### config.mk
export PLATFORM = sky130hd
export DESIGN_NAME = tpwm_ramp_seq_flat
export DESIGN_NICKNAME = d
export VERILOG_FILES = /design/src/rtl/tpwm_seq_if.sv /design/src/rtl/tpwm_ramp_seq.sv /design/src/flat_wrapper.sv
export SDC_FILE = /design/constraint.sdc
export NUM_CORES = 1
export LEC_CHECK = 0
export CORE_MARGIN = 8
export CORE_UTILIZATION = 50
export DETAILED_ROUTE_END_ITERATION = 6
export PLACE_DENSITY_LB_ADDON = 0.25
export RECOVER_POWER = 25
export SETUP_SLACK_MARGIN = 0.3
export SYNTH_ARGS = -nofsm -noshare
export SYNTH_HDL_FRONTEND = slang
export SYNTH_SLANG_ARGS = --single-unit
export TNS_END_PERCENT = 5
### constraint.sdc
create_clock -name clk -period 6.44 [get_ports clk]
set_input_delay 1.288 -clock clk [delete_from_list [all_inputs] [get_ports clk]]
set_output_delay 1.288 -clock clk [all_outputs]
set_load 0.03 [all_outputs]
### src/rtl/tpwm_seq_if.sv
// Register-bus bundle for the tpwm single-port register interface.
// The same bundle describes the CPU side (this block is the slave) and the
// peripheral side (this block is the master).
interface tpwm_seq_if #(
  parameter int AW = 13,
  parameter int DW = 16
);
  logic          sel;
  logic [AW-1:0] addr;
  logic [DW-1:0] din;
  logic          we;
  logic [DW-1:0] dout;

  modport master (output sel, output addr, output din, output we, input dout);
  modport slave  (input sel, input addr, input din, input we, output dout);
endinterface

### src/rtl/tpwm_ramp_seq.sv
// Duty-ramp sequencer and bus arbiter in front of the tpwm T0/T1 peripheral.
// The CPU owns the register bus whenever it selects it; the sequencer only
// moves on cycles the CPU leaves free. The sequencer walks TCMPx from a start
// value to a target in fixed steps, advancing once every N PWM periods, where
// a period boundary is seen as TCNTx reading lower than its previous sample.
// Optional feature macro: TPWM_SEQ_LOCK_EN (block CPU writes to the active
// channel's TCMP register while a ramp is running).
module tpwm_ramp_seq #(
  parameter int            DW      = 16,
  parameter int            AW      = 13,
  parameter logic [AW-1:0] TCMP0_A = 'h03,
  parameter logic [AW-1:0] TCNT0_A = 'h04,
  parameter logic [AW-1:0] TCMP1_A = 'h06,
  parameter logic [AW-1:0] TCNT1_A = 'h07
) (
  input  logic          clk,
  input  logic          rst,
  tpwm_seq_if.slave     cpu,
  tpwm_seq_if.master    pwm,
  input  logic          ramp_start,
  input  logic          ramp_abort,
  input  logic          ramp_ch,
  input  logic [DW-1:0] ramp_from,
  input  logic [DW-1:0] ramp_to,
  input  logic [DW-1:0] ramp_step,
  input  logic [DW-1:0] ramp_ppd,
  output logic          ramp_busy,
  output logic          ramp_done,
  output logic          lock_err
);

  typedef enum logic [2:0] {
    S_IDLE,
    S_WR,
    S_RD,
    S_SMP,
    S_DONE
  } state_t;

  state_t r_state;
  state_t w_state_nxt;

  // Latched ramp configuration and progress.
  logic          r_ch;
  logic          r_up;
  logic [DW-1:0] r_to;
  logic [DW-1:0] r_step;
  logic [DW-1:0] r_ppd;
  logic [DW-1:0] r_cur;
  logic [DW-1:0] r_prev;
  logic [DW-1:0] r_pcnt;
  logic          r_lock_err;

  // FSM control strobes.
  logic          w_grant;
  logic          w_load;
  logic          w_sample;
  logic          w_advance;
  logic          w_pcnt_inc;

  // Sequencer bus request.
  logic          w_seq_we;
  logic [AW-1:0] w_seq_addr;
  logic [DW-1:0] w_seq_din;

  logic [AW-1:0] w_tcmp_a;
  logic [AW-1:0] w_tcnt_a;
  logic [DW:0]   w_sum;
  logic [DW:0]   w_dif;
  logic [DW-1:0] w_next;
  logic [DW:0]   w_pcnt_p1;
  logic          w_ppd_hit;
  logic          w_wrap;
  logic          w_lock_hit;

  assign w_grant  = ~cpu.sel;
  assign w_tcmp_a = r_ch ? TCMP1_A : TCMP0_A;
  assign w_tcnt_a = r_ch ? TCNT1_A : TCNT0_A;

  // One extra bit keeps the step sum/difference from wrapping at DW, so the
  // clamp against the target always sees the true value.
  assign w_sum = {1'b0, r_cur} + {1'b0, r_step};
  assign w_dif = {1'b0, r_cur} - {1'b0, r_step};

  // Next compare value, clamped so the ramp never overshoots its target.
  always_comb begin
    if (r_up) begin
      w_next = (w_sum > {1'b0, r_to}) ? r_to : w_sum[DW-1:0];
    end else begin
      w_next = (w_dif[DW] || (w_dif[DW-1:0] < r_to)) ? r_to : w_dif[DW-1:0];
    end
  end

  // Period boundary: the counter read back lower than the previous sample.
  assign w_wrap    = (pwm.dout < r_prev);
  assign w_pcnt_p1 = {1'b0, r_pcnt} + 1'b1;
  assign w_ppd_hit = (w_pcnt_p1 == {1'b0, r_ppd});

  // Next-state and sequencer bus request; WR and RD wait for a free bus cycle,
  // SMP does not need the bus and always proceeds.
  always_comb begin
    // NOTE: every signal gets a default first so no path leaves one unassigned, which would infer a latch.
    w_state_nxt = r_state;
    w_seq_we    = 1'b0;
    w_seq_addr  = '0;
    w_seq_din   = '0;
    w_load      = 1'b0;
    w_sample    = 1'b0;
    w_advance   = 1'b0;
    w_pcnt_inc  = 1'b0;
    if (ramp_abort) begin
      w_state_nxt = S_IDLE;
    end else begin
      unique case (r_state)
        S_IDLE: begin
          if (ramp_start) begin
            w_load      = 1'b1;
            w_state_nxt = S_WR;
          end
        end
        S_WR: begin
          if (w_grant) begin
            w_seq_we    = 1'b1;
            w_seq_addr  = w_tcmp_a;
            w_seq_din   = r_cur;
            w_state_nxt = (r_cur == r_to) ? S_DONE : S_RD;
          end
        end
        S_RD: begin
          if (w_grant) begin
            w_seq_addr  = w_tcnt_a;
            w_state_nxt = S_SMP;
          end
        end
        S_SMP: begin
          w_sample = 1'b1;
          if (w_wrap && w_ppd_hit) begin
            w_advance   = 1'b1;
            w_state_nxt = S_WR;
          end else begin
            w_pcnt_inc  = w_wrap;
            w_state_nxt = S_RD;
          end
        end
        S_DONE: begin
          w_state_nxt = S_IDLE;
        end
        default: begin
          w_state_nxt = S_IDLE;
        end
      endcase
    end
  end

  // State register.
  always_ff @(posedge clk) begin
    // NOTE: sequential state uses non-blocking assignments so every flop samples pre-edge values.
    if (rst) begin
      r_state <= S_IDLE;
    end else begin
      r_state <= w_state_nxt;
    end
  end

  // Ramp configuration, current value, last counter sample and period count.
  always_ff @(posedge clk) begin
    // NOTE: configuration registers are reset too so a ramp never starts from stale settings after rst.
    if (rst) begin
      r_ch   <= 1'b0;
      r_up   <= 1'b0;
      r_to   <= '0;
      r_step <= '0;
      r_ppd  <= '0;
      r_cur  <= '0;
      r_prev <= '0;
      r_pcnt <= '0;
    end else if (w_load) begin
      r_ch   <= ramp_ch;
      r_up   <= (ramp_from <= ramp_to);
      r_to   <= ramp_to;
      r_step <= (ramp_step == '0) ? DW'(1) : ramp_step;
      r_ppd  <= (ramp_ppd == '0) ? DW'(1) : ramp_ppd;
      r_cur  <= ramp_from;
      r_prev <= '0;
      r_pcnt <= '0;
    end else begin
      if (w_sample) begin
        r_prev <= pwm.dout;
      end
      if (w_advance) begin
        r_cur  <= w_next;
        r_pcnt <= '0;
      end else if (w_pcnt_inc) begin
        r_pcnt <= w_pcnt_p1[DW-1:0];
      end
    end
  end

`ifdef TPWM_SEQ_LOCK_EN
  assign w_lock_hit = cpu.sel & cpu.we & ramp_busy & (cpu.addr == w_tcmp_a);
`else
  assign w_lock_hit = 1'b0;
`endif

  // One-cycle error pulse after a blocked CPU write.
  always_ff @(posedge clk) begin
    if (rst) begin
      r_lock_err <= 1'b0;
    end else begin
      r_lock_err <= w_lock_hit;
    end
  end

  // Bus mux: the CPU has fixed priority; otherwise the sequencer drives it.
  always_comb begin
    if (cpu.sel) begin
      pwm.addr = cpu.addr;
      pwm.din  = cpu.din;
      pwm.we   = cpu.we & ~w_lock_hit;
    end else begin
      pwm.addr = w_seq_addr;
      pwm.din  = w_seq_din;
      pwm.we   = w_seq_we;
    end
  end

  assign pwm.sel   = cpu.sel | ramp_busy;
  assign cpu.dout  = pwm.dout;
  assign ramp_busy = (r_state == S_WR) || (r_state == S_RD) || (r_state == S_SMP);
  assign ramp_done = (r_state == S_DONE) && !ramp_abort;
  assign lock_err  = r_lock_err;

endmodule
### src/flat_wrapper.sv
// flat-port wrapper written by rule: the top's interface ports become plain ports
module tpwm_ramp_seq_flat 
#(
  parameter int            DW      = 16,
  parameter int            AW      = 13,
  parameter logic [AW-1:0] TCMP0_A = 'h03,
  parameter logic [AW-1:0] TCNT0_A = 'h04,
  parameter logic [AW-1:0] TCMP1_A = 'h06,
  parameter logic [AW-1:0] TCNT1_A = 'h07
)
  (clk, rst, ramp_start, ramp_abort, ramp_ch, ramp_from, ramp_to, ramp_step, ramp_ppd, ramp_busy, ramp_done, lock_err, cpu_sel, cpu_addr, cpu_din, cpu_we, cpu_dout, pwm_sel, pwm_addr, pwm_din, pwm_we, pwm_dout);
  tpwm_seq_if #(.AW(AW), .DW(DW)) cpu_i ();
  tpwm_seq_if #(.AW(AW), .DW(DW)) pwm_i ();
  input  logic clk;
  input  logic rst;
  input  logic ramp_start;
  input  logic ramp_abort;
  input  logic ramp_ch;
  input  logic [DW-1:0] ramp_from;
  input  logic [DW-1:0] ramp_to;
  input  logic [DW-1:0] ramp_step;
  input  logic [DW-1:0] ramp_ppd;
  output logic ramp_busy;
  output logic ramp_done;
  output logic lock_err;
  input wire logic [$bits(cpu_i.sel)-1:0] cpu_sel;
  input wire logic [$bits(cpu_i.addr)-1:0] cpu_addr;
  input wire logic [$bits(cpu_i.din)-1:0] cpu_din;
  input wire logic [$bits(cpu_i.we)-1:0] cpu_we;
  output wire logic [$bits(cpu_i.dout)-1:0] cpu_dout;
  output wire logic [$bits(pwm_i.sel)-1:0] pwm_sel;
  output wire logic [$bits(pwm_i.addr)-1:0] pwm_addr;
  output wire logic [$bits(pwm_i.din)-1:0] pwm_din;
  output wire logic [$bits(pwm_i.we)-1:0] pwm_we;
  input wire logic [$bits(pwm_i.dout)-1:0] pwm_dout;
  assign cpu_i.sel = cpu_sel;
  assign cpu_i.addr = cpu_addr;
  assign cpu_i.din = cpu_din;
  assign cpu_i.we = cpu_we;
  assign cpu_dout = cpu_i.dout;
  assign pwm_sel = pwm_i.sel;
  assign pwm_addr = pwm_i.addr;
  assign pwm_din = pwm_i.din;
  assign pwm_we = pwm_i.we;
  assign pwm_i.dout = pwm_dout;
  tpwm_ramp_seq #(.DW(DW), .AW(AW), .TCMP0_A(TCMP0_A), .TCNT0_A(TCNT0_A), .TCMP1_A(TCMP1_A), .TCNT1_A(TCNT1_A)) u_core (.clk(clk), .rst(rst), .cpu(cpu_i), .pwm(pwm_i), .ramp_start(ramp_start), .ramp_abort(ramp_abort), .ramp_ch(ramp_ch), .ramp_from(ramp_from), .ramp_to(ramp_to), .ramp_step(ramp_step), .ramp_ppd(ramp_ppd), .ramp_busy(ramp_busy), .ramp_done(ramp_done), .lock_err(lock_err));
endmodule
==> metrics.txt, run 1 <==
status=finished with violations; failing checks=capacitance limit, slew limit; # IOs=166; H-tree Lvls=3; most frequent cells in the layout=clkdlybuf4s50_1 (162), nand2_1 (143), dfxtp_1 (101), ha_1 (95), a21oi_1 (93); initial antenna violation count=0; vias after detailed routing=7971; Slew Limit Fails=55; Syn Std Cell Area=8310 um2; post-CTS setup repair buffer count=0; Critical Path Fanout Max=12; Final Hold Viols=0; Final Cycle Share=87.5%; vias in the first global route=7558; max-cap violation count=1; Pre-antenna DRT Iters=5; P&R area growth vs syn=22.8%; RSZ-0062 raised after global routing=false; Antenna diodes=0; final wirelength=24.6 mm; vias per inst=5.65; final setup vio count=0; DR WL/cell=17.4 um; die height=145 um; dpl hpwl=19.4 mm; full die area=21000 um2; post-synthesis register bit count=101; row count=47; total power=1970 uW; CTS resizes=0; GR Layer Usage met2=37.4%; relative slew slack=-63.3%; CTS tree=built; Worst-Skew Late Latency=360 ps; busiest metal layer after global routing=met2; Adder-Cell Fraction of Synth Area=14.8%; Post-synth top flop=dfxtp_1; chip width=145 um; Synthesized Nets=1290; Async SR Flop Fraction=0%; Cells after Synth=1077; largest family of logic cells by synthesized area=compound AO/OA/AOI/OAI gates; first-pass GRT wire length=39.9 mm; number of enable flip-flop cells after synthesis=0; layout cells sized above 1=4.79%; CTS buffer count=9; clock-pin slew on the worst setup and hold paths=70 ps; leakage=0.00407 uW; YS warnings=0; gpl congestion=0.922; Synth Area in Compound Gates=22.3%; Max VDD drop=0.135 mV; Total GRT Usage=22.9%; CTS sink count=101; mux cell area share after synthesis=0.979%; Routed Antenna Nets=0; Crit path required time=6660 ps; hold_buf cts=0; Final #Nets=1400; Hold Crit Class=reg -> reg; largest net degree at the start of global routing=58; post-route minimum period=5630 ps; PortBufs=164; Starting Density=50.7%; fmax=178 MHz; Yosys cell types=76; crit path DAT=5850 ps; Slew @ Worst Pin=2450 ps; Clock Tree Root=clkbuf_16; Detailed Route Iter0 Violations=567; skew final=6.97 ps; # DRC=0; Core ar.=16400 um2; crit path capture type=flip-flop; grt met3 use=3.79%; fraction of the yosys area taken by sequential cells=24.3%; GR Overflow Total=0; critical path class=reg -> reg; Simple-Gate Fraction of Synth Area=21.2%; Synth Area in XOR/XNOR=8.19%; Clock Path Buffers=2; setup TNS=0 ps; Avg Cell Area, Syn=7.72 um2; startpoint types=flip-flop; grt met1 use=30.5%; commonest non-fill, non-tap cell in the layout=clkdlybuf4s50_1; PD cells=193 nW/um2
## cell usage after synthesis, drive strengths merged, types with 3 or more instances
library cell | number | area share [%]
xor2 | 40 | 4.2
o21a | 9 | 0.81
o21ai | 42 | 2.5
and3b | 3 | 0.32
a31oi | 3 | 0.23
ha | 95 | 14
nand3 | 16 | 1.0
mux2i | 7 | 0.84
clkbuf | 45 | 2.0
nor4 | 19 | 1.5
and4 | 6 | 0.63
xnor2 | 35 | 3.7
o22ai | 4 | 0.30
a21o | 19 | 1.7
nor3 | 11 | 0.84
and2 | 13 | 0.98
inv | 85 | 3.8
nand4 | 16 | 1.5
dfxtp | 101 | 24
nor2 | 85 | 3.8
nor2b | 8 | 0.60
or2 | 3 | 0.23
o31a | 3 | 0.32
buf | 27 | 2.3
o211ai | 4 | 0.36
or4 | 5 | 0.45
o21bai | 5 | 0.45
a221oi | 8 | 1.3
a211oi | 13 | 1.2
or3 | 7 | 0.53
a21oi | 102 | 6.5
a22o | 31 | 3.3
a211o | 3 | 0.32
o221ai | 3 | 0.32
nand2 | 145 | 6.6
nand2b | 18 | 1.4
o31ai | 5 | 0.45
## cells by family (layout without fill, tap and decap cells)
| kind of cell | count (synthesis) | count (layout) |
|---|---|---|
| simple gates | 364 | 364 |
| compound gates | 273 | 273 |
| buf+inv | 157 | 270 |
| flops | 101 | 101 |
| fa+ha+maj | 97 | 97 |
| xor+xnor | 76 | 76 |
| mux | 8 | 8 |
| other cells | 1 | 1 |
## path summary, 6_finish.rpt
check	end	slack [ps]	start	depth (start not counted)
min reg2reg	u_core.r_prev[1]	460	u_core.r_prev[1]	2
min	u_core.r_prev[1]	460	u_core.r_prev[1]	2
max	u_core.r_cur[13]	810	u_core.r_cur[7]	17
max reg2reg	u_core.r_cur[13]	810	u_core.r_cur[7]	17
## flip-flops by register name (all words and copies together) (netlist names)
| name | cells |
|---|---|
| u_core.r_ch | 1 |
| u_core.r_cur | 16 |
| u_core.r_pcnt | 16 |
| u_core.r_ppd | 16 |
| u_core.r_prev | 16 |
| u_core.r_state | 3 |
| u_core.r_step | 16 |
| u_core.r_to | 16 |
| u_core.r_up | 1 |
## layout make-up
| class | count | area, um2 |
|---|---|---|
| Timing Repair Buffer | 171 | 1690 |
| Inverter | 85 | 319 |
| Clock buffer | 9 | 225 |
| Fill cell | 1476 | 6200 |
| Multi-Input combinational cell | 819 | 5620 |
| Tap cell | 220 | 275 |
| Sequential cell | 101 | 2020 |
| Clock inverter | 5 | 60.1 |
## per-stage QoR
| stage | utilization [%] | area, um2 | setup WS, ps | std cells | hold slack [ps] |
|---|---|---|---|---|---|
| 2_1_floorplan | - | 8310 | 1440 | 1077 | 436 |
| 3_3_place_gp | 60.5 | 9930 | 1130 | 1396 | 442 |
| 3_5_place_dp | 60.5 | 9930 | 917 | 1396 | 448 |
| 4_1_cts | 62.3 | 10200 | 870 | 1410 | 458 |
| 5_1_grt | 62.2 | 10200 | 494 | 1410 | 483 |
| 6_report | 62.2 | 10200 | 807 | 1410 | 458 |
## report_power, final
group	switching, uW	leakage, uW	internal [uW]
Sequential	31.7	0.000822	648
Combinational	410	0.00311	325
Clock	254	0.000138	300
Total	696	0.00407	1270
## metal layers
metal	part of all wire [%]	routed length, um	up-vias
met4	1.4	339	0
met1	46	11400	3729
met5	0	0	-
li1	-	-	3963
met3	6.1	1490	24
met2	46	11300	255
## critical path, cell delays in order (launching register included)
cell	delay, ps
dfxtp_1	380
ha_1	450
nor2b_1	90
or4_1	400
o21a_1	240
o41a_1	310
or2_2	300
a311o_1	370
xnor2_1	240
ha_1	310
a2111o_1	430
a221oi_1	250
a211o_1	190
and4_1	600
nor2_1	350
a22o_1	290
a211oi_1	220
nor3_1	70
(Power assumes the default switching activity.)
==> inputs of run 2 (changes only) <==
--- a/config.mk
+++ b/config.mk
@@ -8,6 +8,8 @@
 export CORE_MARGIN = 8
 export CORE_UTILIZATION = 50
 export DETAILED_ROUTE_END_ITERATION = 6
+export GPL_TIMING_DRIVEN = 0
+export MAX_ROUTING_LAYER = met4
 export PLACE_DENSITY_LB_ADDON = 0.25
 export RECOVER_POWER = 25
 export SETUP_SLACK_MARGIN = 0.3
==> constraint.sdc (replaced) <==
create_clock -name clk -period 5.44 [get_ports clk]
set_input_delay 1.088 -clock clk [delete_from_list [all_inputs] [get_ports clk]]
set_output_delay 1.088 -clock clk [all_outputs]
set_load 0.03 [all_outputs]
==> metrics.txt, run 2 (synthesis results as in run 1) <==
vias per inst=5.59 (-1.1%); post-route minimum period=5040 ps (-589 ps); PD cells=227 nW/um2 (+18%); Crit path required time=5720 ps (-940 ps); max-cap violation count=0 (-1); status=finished clean; Reg2Reg Setup Slack=400 ps (-410 ps); H-tree Lvls=3 (unchanged); Slew Limit Fails=0 (-100%); vias after detailed routing=8269 (+3.7%); die height=145 um (unchanged); CTS tree=built; initial antenna violation count=0 (unchanged); Worst-Skew Late Latency=360 ps (about the same); CTS buffer count=9 (unchanged); pre-CTS setup slack=-519 ps (-1440 ps); hold depth=2 (unchanged); Final Cycle Share=92.7% (+5.2 points); crit path DAT=5330 ps (-520 ps); fmax=198 MHz (+12%); Pre-antenna DRT Iters=5 (unchanged); R2R Path Start=u_core.r_cur[3]; min-delay src=u_core.r_prev[5]; WL met2=11.5 mm (+1.3%); PortBufs=164 (unchanged); Slew @ Worst Pin=941 ps (-1510 ps); leakage=0.00427 uW (+4.8%); dpl hpwl=21.2 mm (+9.0%); Total GRT Usage=25.2% (+2.4 points); row count=47 (unchanged); commonest non-fill, non-tap cell in the layout=clkdlybuf4s50_1; Routed met3 length=2.00 mm (+34%); final setup vio count=0 (unchanged); CP peak stage delay=730 ps (+130 ps); Routed Antenna Nets=0 (unchanged); hold_buf cts=0 (unchanged); layout cells sized above 1=7.39% (+2.6 points); relative slew slack=37.1% (+100 points); hold_ws=457 ps (-1.35 ps); gpl congestion=0.979 (+6.2%); Final Hold Viols=0 (unchanged); clock-pin slew on the worst setup and hold paths=70 ps (about the same); first-pass GRT wire length=42.1 mm (+5.4%); final worst-path setup slack=396 ps (-411 ps); Top cell by count, worst path=a21o_1; fillers=1511 (+2.4%); Max VDD drop=0.156 mV (+15%); placed cell count=1461 (+4.7%); R2R cell count=19 (+2); Antenna diodes=0 (unchanged); M1 wire length=12.0 mm (+5.3%); RSZ-0062 raised after global routing=true; largest net degree at the start of global routing=18 (-69%); slowest CP cell=or4b_2; most frequent cells in the layout=clkdlybuf4s50_1 (161), nand2_1 (143), dfxtp_1 (99), ha_1 (95), a21oi_1 (93); FF-to-FF End=u_core.r_cur[6]; Hold Crit Class=reg -> reg; Starting Density=50.7% (unchanged); fin cells=1479 (+4.9%); Final #Nets=1468 (+4.9%); critical path class=reg -> reg; P&R area growth vs syn=27.8%; Clock Tree Root=clkbuf_16; Critical Path Fanout Max=10 (-2); vias in the first global route=7980 (+5.6%); # IOs=166 (unchanged); startpoint types=flip-flop; skew final=12.1 ps (+5.14 ps); Critical Path, Cell by Cell=ha_1, clkbuf_1, nand2_1, a211oi_1, or4b_2, a211oi_4, o21ai_0, xnor2_1, ha_1, a21o_1, a21o_1, a21o_1, a211oi_1, nor2_1, clkbuf_2, inv_2, o22ai_1, o31a_1, nor3_2; CTS sink count=101 (unchanged); chip width=145 um (unchanged); GR Overflow Total=0 (unchanged); Core ar.=16400 um2 (unchanged); crit path capture type=flip-flop; full die area=21000 um2 (unchanged); Hold Crit Endpoint=u_core.r_prev[5]; # DRC=0 (unchanged); Detailed Route Iter0 Violations=711 (+25%); setup TNS=0 ps (unchanged); DR WL/cell=17.8 um (+2.0%); uppermost layer routed=met4; final wirelength=26.3 mm (+7.0%); Clock Path Buffers=2 (unchanged)
run 2: worst max path at each step:
stage,from,endpoint,slack [ps],depth (start not counted)
after floorplan,u_core.r_step[7],u_core.r_cur[1],440,20
after global placement,u_core.r_cur[7],u_core.r_cur[4],-440,19
after detailed placement,u_core.r_cur[7],u_core.r_cur[4],-520,19
after CTS,u_core.r_cur[7],u_core.r_cur[6],200,19
after global routing,u_core.r_cur[7],u_core.r_cur[1],250,19
final,u_core.r_cur[3],u_core.r_cur[6],400,19
run 2: timing repair:
item	4_1_cts	5_1_grt
gates cloned	0	0
setup endpoints to repair	24	15
buffers inserted	0	3
pin swaps	0	3
hold endpoints to repair	0	0
gates resized for setup	8	19
run 2: layer usage:
layer | GRT usage (%) | vias to the layer above
met4 | 9.36 | 0
li1 | - | 4096
met3 | 5.41 | 50
met1 | 33.0 | 3839
met2 | 37.4 | 284
met5 | - | -
run 2: final cells by class:
cell class                 count  area [um2]  area share [%]
clock buffer                   9         225            2.12
inverter                      85         323            3.04
tap                          220         275            2.59
sequential                   101        2030            19.1
multi-input combinational    819        5650            53.2
timing repair buffer         167        1660            15.7
buffer                        72         385            3.63
clock inverter                 6        72.6           0.683
run 2: report_power, final:
part / internal (uW) / total (uW) / leakage [uW] / switching, uW
sequential: 766 / 806 / 0.000823 / 39.5
combinational: 415 / 929 / 0.00330 / 514
clock: 361 / 677 / 0.000141 / 316
total: 1540 / 2410 / 0.00427 / 870
run 2: critical path: cells and delay by family, from the launching register on:
family                   cells  cell delay [ps]
buffers and inverters        3              680
AND/OR/NAND/NOR              4             1190
adder cells (fa/ha/maj)      2              590
AO/OA/AOI/OAI                9             1740
XOR/XNOR                     1              280
flip-flops                   1              490
run 2: stage by stage:
step           power [uW]  cell area, um2  utilization (%)
2_1_floorplan        1390            8310                -
3_3_place_gp         1690           10200             62.3
3_5_place_dp         1700           10200             62.3
4_1_cts              2380           10600             64.3
5_1_grt              2540           10600             64.7
6_report             2410           10600             64.7
